**src/rtl/bcd_to_bin_seq_if.sv**
```systemverilog
// bcd_to_bin_seq_if: start/busy/done handshake and data bus for the BCD-to-binary converter
//   master: drives start, bcd_in; observes busy, done, data_out, overflow, error
//   slave : the converter side
interface bcd_to_bin_seq_if;
    logic        start;
    logic [11:0] bcd_in;
    logic        busy;
    logic        done;
    logic [7:0]  data_out;
    logic        overflow;
    logic        error;
    modport master (output start, bcd_in, input busy, done, data_out, overflow, error);
    modport slave  (input start, bcd_in, output busy, done, data_out, overflow, error);
endinterface

```
**src/rtl/bcd_to_bin_seq.sv**
```systemverilog
// bcd_to_bin_seq: iterative reverse double-dabble, 3-digit packed BCD to 8-bit binary
//   clock    : system clock, rising edge
//   reset    : synchronous active-high reset
//   bus      : start/bcd_in in; busy/done/data_out/overflow/error out
//   SATURATE : 1 -> values above 255 give 8'hFF, 0 -> low 8 bits
module bcd_to_bin_seq #(
    parameter bit SATURATE = 1'b1
) (
    input logic              clock,
    input logic              reset,
    bcd_to_bin_seq_if.slave  bus
);
    localparam logic [1:0] IDLE  = 2'd0;
    localparam logic [1:0] CHECK = 2'd1;
    localparam logic [1:0] SHIFT = 2'd2;
    localparam logic [1:0] DONE  = 2'd3;

    logic [1:0]  r_state;
    logic [21:0] r_s;
    logic [3:0]  r_cnt;
    logic [7:0]  r_data_out;
    logic        r_overflow;
    logic        r_error;

    logic [21:0] w_shift;
    logic [21:0] w_next_s;
    logic        w_bad;
    logic        w_accept;
    logic [9:0]  w_res;
    logic        w_ovf;

    function automatic logic [3:0] fix(input logic [3:0] d);
        return (d >= 4'd8) ? d - 4'd3 : d;
    endfunction

    // Undo the x2 of the digit below: a digit that received a carried-in bit is >= 8
    assign w_shift  = r_s >> 1;
    assign w_next_s = {fix(w_shift[21:18]), fix(w_shift[17:14]), fix(w_shift[13:10]), w_shift[9:0]};
    assign w_bad    = (r_s[21:18] > 4'd9) || (r_s[17:14] > 4'd9) || (r_s[13:10] > 4'd9);
    assign w_accept = bus.start && (r_state == IDLE || r_state == DONE);
    assign w_res    = w_next_s[9:0];
    assign w_ovf    = w_res > 10'd255;

    always_ff @(posedge clock) begin
        if (reset) begin
            r_state    <= IDLE;
            r_s        <= '0;
            r_cnt      <= '0;
            r_data_out <= '0;
            r_overflow <= 1'b0;
            r_error    <= 1'b0;
        end else begin
            case (r_state)
                CHECK: begin
                    r_state <= w_bad ? DONE : SHIFT;
                    if (w_bad) begin
                        r_error    <= 1'b1;
                        r_overflow <= 1'b0;
                        r_data_out <= 8'h00;
                    end
                end
                SHIFT: begin
                    r_s   <= w_next_s;
                    r_cnt <= r_cnt + 4'd1;
                    if (r_cnt == 4'd9) begin
                        r_state    <= DONE;
                        r_error    <= 1'b0;
                        r_overflow <= w_ovf;
                        r_data_out <= (w_ovf && SATURATE) ? 8'hFF : w_res[7:0];
                    end
                end
                default: begin
                    r_state <= w_accept ? CHECK : IDLE;
                    if (w_accept) begin
                        r_s   <= {bus.bcd_in, 10'b0};
                        r_cnt <= '0;
                    end
                end
            endcase
        end
    end

    assign bus.busy     = (r_state == CHECK) || (r_state == SHIFT);
    assign bus.done     = (r_state == DONE);
    assign bus.data_out = r_data_out;
    assign bus.overflow = r_overflow;
    assign bus.error    = r_error;
endmodule

```
**src/flat_wrapper.sv**
```systemverilog
// flat-port wrapper written by rule: the top's interface ports become plain ports
module bcd_to_bin_seq_flat 
#(
    parameter bit SATURATE = 1'b1
)
  (clock, reset, bus_start, bus_bcd_in, bus_busy, bus_done, bus_data_out, bus_overflow, bus_error);
  bcd_to_bin_seq_if bus_i ();
  input logic clock;
  input logic reset;
  input wire logic [$bits(bus_i.start)-1:0] bus_start;
  input wire logic [$bits(bus_i.bcd_in)-1:0] bus_bcd_in;
  output wire logic [$bits(bus_i.busy)-1:0] bus_busy;
  output wire logic [$bits(bus_i.done)-1:0] bus_done;
  output wire logic [$bits(bus_i.data_out)-1:0] bus_data_out;
  output wire logic [$bits(bus_i.overflow)-1:0] bus_overflow;
  output wire logic [$bits(bus_i.error)-1:0] bus_error;
  assign bus_i.start = bus_start;
  assign bus_i.bcd_in = bus_bcd_in;
  assign bus_busy = bus_i.busy;
  assign bus_done = bus_i.done;
  assign bus_data_out = bus_i.data_out;
  assign bus_overflow = bus_i.overflow;
  assign bus_error = bus_i.error;
  bcd_to_bin_seq #(.SATURATE(SATURATE)) u_core (.clock(clock), .reset(reset), .bus(bus_i));
endmodule
```
**config.mk**
```make
export PLATFORM = sky130hd
export DESIGN_NAME = bcd_to_bin_seq_flat
export DESIGN_NICKNAME = d
export VERILOG_FILES = /design/src/rtl/bcd_to_bin_seq_if.sv /design/src/rtl/bcd_to_bin_seq.sv /design/src/flat_wrapper.sv
export SDC_FILE = /design/constraint.sdc
export NUM_CORES = 1
export LEC_CHECK = 0
export BUFFER_PORTS_ARGS = -buffer_cell sky130_fd_sc_hd__buf_2
export CAP_MARGIN = 20
export CORE_UTILIZATION = 45
export CTS_BUF_LIST = sky130_fd_sc_hd__clkbuf_2 sky130_fd_sc_hd__clkbuf_4 sky130_fd_sc_hd__clkbuf_8
export CTS_CLUSTER_SIZE = 12
export DETAILED_ROUTE_END_ITERATION = 8
export PLACE_DENSITY = 0.74
export REMOVE_ABC_BUFFERS = 1
export SYNTH_ARGS = -nofsm -noshare
export SYNTH_HDL_FRONTEND = slang
export SYNTH_SLANG_ARGS = --single-unit
```
**constraint.sdc**
```tcl
create_clock -name clock -period 2.4 [get_ports clock]
set_clock_uncertainty 0.1 [all_clocks]
set_input_delay 0.72 -clock clock [delete_from_list [all_inputs] [get_ports clock]]
set_output_delay 0.72 -clock clock [all_outputs]
set_load 0.02 [all_outputs]
```
=== Yosys cells after proc, flatten, opt, wreduce, memory -nomap -nowiden ===
Cells that the tools add are included.
W data, S select, Z words.

* Register bits: 38
* Input port bits: 15
* Output and inout port bits: 12
* Word-level logic and storage cells: 55

* $add $sub $neg: 4
* $lt $le $gt $ge: 7
* Equality and inequality tests: 6
* Muxes and demuxes: 21
* Bitwise operators: 1
* Reduce and logical (&&, ||, !) cells: 10

{| class="wikitable"
|+ Operator list
! cell !! count
|-
| $pmux W22 S2 || 1
|-
| $mux W8 || 3
|-
| $mux W22 || 1
|-
| $mux W4 || 4
|-
| $pmux W8 S2 || 1
|-
| $gt A4 B4 Y1 const B || 3
|-
| $gt A10 B8 Y1 const B || 1
|-
| $ge A4 B4 Y1 const B || 2
|-
| $pmux W4 S2 || 1
|-
| $sub A4 B2 Y4 const B || 2
|-
| $mux W1 || 6
|-
| $add A4 B1 Y4 const B || 1
|-
| $eq A2 B2 Y1 const B || 2
|-
| $eq A4 B4 Y1 const B || 1
|-
| $ge A3 B4 Y1 const B || 1
|-
| $logic_or A1 B1 Y1 || 4
|-
| $ne A2 B1 Y1 const B || 2
|-
| $pmux W1 S2 || 2
|-
| $pmux W2 S2 || 1
|-
| $reduce_bool A2 Y1 || 2
|-
| $sub A3 B2 Y4 const B || 1
|-
| $reduce_and A3 Y1 || 1
|-
| $eq A2 B1 Y1 const B || 1
|-
| $logic_not A2 Y1 || 1
|-
| 4 further kinds || 4
|}

=== Logic depth before layout (Yosys ltp) ===
* Depth after elaboration: 5
* Mapped depth: 8
* Mapped depth without buffers: 6

=== Worst setup path before layout ===
No wires, ideal clock.

* Kind: reg2reg
* Start: register u_core.r_state[0]
* End: register u_core.r_s[9]
* Library setup time: 0.128 ns
* Arrival time: 1.525 ns
* Required time: 2.172 ns
* Setup slack: 0.648 ns
* Cell stages (with the launch flop): 8
* Buffers on the path: 1
* Period minus slack after synthesis: 1.752 ns
* Cell sequence: dfxtp_1 inv_1 ha_1 a21oi_1 or2_2 clkbuf_1 a22oi_1 nor2_1

* Longest elaborated chain between the ends: 5
* Elaborated cells on any way between the ends: 10
* Classes of those cells: eq/ne (3); mux (1); bitwise (1); reduce/logical (5)

{| class="wikitable"
|+ Ends and longest elaborated chain
! what !! RTL line !! RTL
|-
| from (decl) || bcd_to_bin_seq.sv:18 || <nowiki>logic [1:0] r_state;</nowiki>
|-
| from (signal assigned) || bcd_to_bin_seq.sv:55 || <nowiki>r_state <= w_bad ? DONE : SHIFT;</nowiki>
|-
| from (signal assigned) || bcd_to_bin_seq.sv:73 || <nowiki>r_state <= w_accept ? CHECK : IDLE;</nowiki>
|-
| $eq A2 B2 Y1 or $logic_not A2 Y1 (tied branches) || bcd_to_bin_seq.sv:40 || <nowiki>assign w_accept = bus.start && (r_state == IDLE || r_state == DONE);</nowiki>
|-
| $logic_or A1 B1 Y1 || bcd_to_bin_seq.sv:40 ||
|-
| $logic_and A1 B1 Y1 || bcd_to_bin_seq.sv:40 ||
|-
| $reduce_bool A2 Y1 (no source line) || - ||
|-
| $reduce_and A2 Y1 (no source line) || - ||
|-
| to (signal assigned) || bcd_to_bin_seq.sv:63 || <nowiki>r_s <= w_next_s;</nowiki>
|-
| to (signal assigned) || bcd_to_bin_seq.sv:75 || <nowiki>r_s <= {bus.bcd_in, 10'b0};</nowiki>
|-
| to (decl) || bcd_to_bin_seq.sv:19 || <nowiki>logic [21:0] r_s;</nowiki>
|}

Several ways; a longest one is shown, not always the timed one.
A chain may end at the register's enable or synchronous reset.

=== Worst setup path after layout ===
* Start: register u_core.r_state[0]
* End: output bus_busy

* Longest elaborated chain between the ends: 2
* Elaborated cells on any way between the ends: 3
* Classes of those cells: eq/ne (2); reduce/logical (1)

{| class="wikitable"
|+ Ends and longest elaborated chain
! what !! RTL line !! RTL
|-
| $eq A2 B1 Y1 or $eq A2 B2 Y1 (tied branches) || bcd_to_bin_seq.sv:83 || <nowiki>assign bus.busy = (r_state == CHECK) || (r_state == SHIFT);</nowiki>
|-
| $logic_or A1 B1 Y1 * || bcd_to_bin_seq.sv:83 ||
|-
| to (decl) || flat_wrapper.sv:12 || <nowiki>output wire logic [$bits(bus_i.busy)-1:0] bus_busy;</nowiki>
|}

Mark *: on every way between the ends. The rest lies on a longest branch, timed or not.

==> impl_metrics.toml <==
[yosys]
synthSimpleGateAreaFrac_pct = 18.3
syn_area_um2 = 1790
synth-compound-area-share_pct = 23.2
yosys.area.top_type = "dfxtp_1"
synth_xor_xnor_area_share_pct = 1.96
syn_inst = 212
synth.top_cell.area_share_pct = 41.4
yosys.area_share.adder_pct = 6.29
synth_warnings = 0
synth.area.top_cells = "dfxtp_1 (41%), ha_1 (6.3%), a21oi_1 (5.9%)"
synth-seq-cells = 37
synth_cell_types = 34
ys_seq_area_share_pct = 41.4
synth_top_family_by_area = "compound AO/OA/AOI/OAI gates"
syn_area_per_cell_um2 = 8.44
synthMuxAreaShare_pct = 2.80

[power]
swShare_pct = 39.9
power_per_cell_area_nw_per_um2 = 1110
p_comb_share_pct = 35.6
p_leak_uw = 0.000806
peakVddDrop_uv = 585
p_switching_uw = 910
seqPwrFrac_pct = 38.9
clkPwrFrac_pct = 25.5
intPower_uw = 1370

[cts]
path_clk_slew_ns = 0.08
post-cts-setup-buffers = 0
clk_latency_ns = 0.30
cts_sinks = 37
cts_tree = "yes"
numCtsBuffers = 5
h-tree-depth = 2
clockRootBuffer = "clkbuf_8"
ctsLongestPathBuffers = 2

[finish]
final_common_cell = "dfxtp_1"
syn2layout_area_growth_pct = 15.0
regArea_um2 = 741
diodes = 0
nNetsFinal = 257
final_layout_size_suffix_gt1_share_pct = 18.4
fillers = 353
multi_input_comb_area_um2 = 943
final_cell_mix = "dfxtp_1 (37), nor2_1 (27), buf_2 (26), a21oi_1 (21)"

[setup_path]
r2r_end = "u_core.bus.data_out[4]"
cp_data_arrival_time_ns = 1.34
path_class = "flop to output port"
r2r_cells = 6
crit_required_ns = 1.58
start_kind = "flop"
rr_startpoint = "u_core.r_state[0]"
endpoint = "bus_busy"
crit_start = "u_core.r_state[0]"
path_max_fanout = 5
critPathCaptureType = "output port"
worst-r2r-setup-slack_ns = 0.30

[min_path]
holdCritPathClass = "flop to flop"
min_from = "u_core.bus.data_out[0]"

[job]
maxCapViolCount = 0

[grt]
grt_pass1_wl_um = 6550
grt_use_total_pct = 20.4
overflow = 0
grt_max_degree = 28
antenna_found_initial = 0
grt_pass1_vias = 1434

[timing]
holdWs_ns = 0.370
maxSlewViolCount = 0
rsz0062_at_grt = "no"
min_period_ns = 2.16
worst_slew_pin_slew_ns = 0.938
hold_violations = 0
timing.final.crit_share_pct = 89.8
fmax_mhz = 464
setup-tns-final_ns = 0
setup_viol = 0
relSlewSlack_pct = 37.2

[placement]
gp_congestion = 0.777
dp_hpwl_um = 2450
io_buffers = 26

[detailed_routing]
drt_iter0_drc = 73
drtPass1Iterations = 4
wl_um = 3810
wire_per_inst_um = 13.5
drc = 0
vias_per_cell = 5.54
vias = 1561
ant_nets = 0

[floorplan]
fp.dieH_um = 65.1
die_w_um = 65.1
start_util_pct = 47.8
dieArea_um2 = 4230
core_um2 = 3740
io_pins = 27
rows = 22

[status]
status = "completed"
cells by family after synthesis:
logic type / Yosys count
buffers and inverters: 25
AND/OR/NAND/NOR: 67
adder cells (fa/ha/maj): 9
AO/OA/AOI/OAI: 65
flip-flops: 37
multiplexers: 5
XOR/XNOR: 4
layer usage:
metal / vias to the layer above / share of wire, % / track usage [%]
met4: 0 / 2.2 / 10.6
met5: - / 0 / 0
li1: 798 / - / -
met1: 729 / 51 / 26.2
met2: 27 / 43 / 32.2
met3: 7 / 3.4 / 4.23
critical path, cell delays in order, from the launching register on:
cell     delay (ns)
dfxtp_1        0.38
inv_1          0.06
ha_1           0.34
inv_1          0.09
buf_2          0.16
flip-flops by register name, summed over array words and instances (netlist names):
register	flops
u_core.r_s	21
u_core.bus.data_out	8
u_core.r_cnt	4
u_core.r_state	2
u_core.bus.error	1
u_core.bus.overflow	1
power by group through the flow:
stage	clock network [uW]	logic [uW]	registers [uW]
3_3_place_gp	0	796	897
4_1_cts	594	807	885
6_report	581	813	887
3_5_place_dp	0	800	898
2_1_floorplan	0	589	872
5_1_grt	608	926	910
area by class of cell:
cell class              instances  area share (%)
flip-flops and latches         37            36.0
inverters                       9            1.64
multi-input cells             150            45.8
repair buffers                 30            7.78
clock buffers                   6            4.01
clock inverters                 2            1.82
well taps                      48            2.92
Yosys cell counts (all sizes together):
cell     count
dfxtp       37
nor2        28
a21oi       21
o21ai       16
clkbuf      10
nand2       10
a22oi        9
ha           9
inv          9
nor3         8
or4          8
a211oi       6
buf          6
mux2i        5
nand2b       4
o221ai       4
nand3        3
a21o         2
a221oi       2
nand3b       2
xnor2        2
xor2         2
a2111oi      1
a311oi       1
a32oi        1
and4         1
nand4        1
o21a         1
o32ai        1
or2          1
or3          1
timing repair:
action / in CTS / in global routing
endpoints found under the hold margin: 0 / 0
gates resized for setup: 0 / 1
hold buffers: 0 / 0
endpoints found under the setup margin: 0 / 1
worst min path at each step:
stage,to,slack [ns],cells after the start
finish,u_core.bus.data_out[0],0.37,2
floorplan,u_core.r_s[21],0.34,2
global placement,u_core.bus.data_out[1],0.36,2
CTS,u_core.bus.data_out[0],0.37,2
global route,u_core.r_s[21],0.41,2
detailed placement,u_core.bus.data_out[0],0.36,2
metrics by stage:
| stage | utilization, % | cells | power, uW | cell area (um2) | worst slack (ns) |
|---|---|---|---|---|---|
| after floorplan | - | 196 | 1460 | 1720 | 0.252 |
| after global placement | 51.7 | 274 | 1690 | 1940 | 0.257 |
| after detailed placement | 51.7 | 274 | 1700 | 1940 | 0.209 |
| after CTS | 54.9 | 282 | 2290 | 2060 | 0.233 |
| after global routing | 55.0 | 282 | 2440 | 2060 | 0.134 |
| final | 55.0 | 282 | 2280 | 2060 | 0.245 |
No activity file was read; power rests on OpenSTA's default activity.
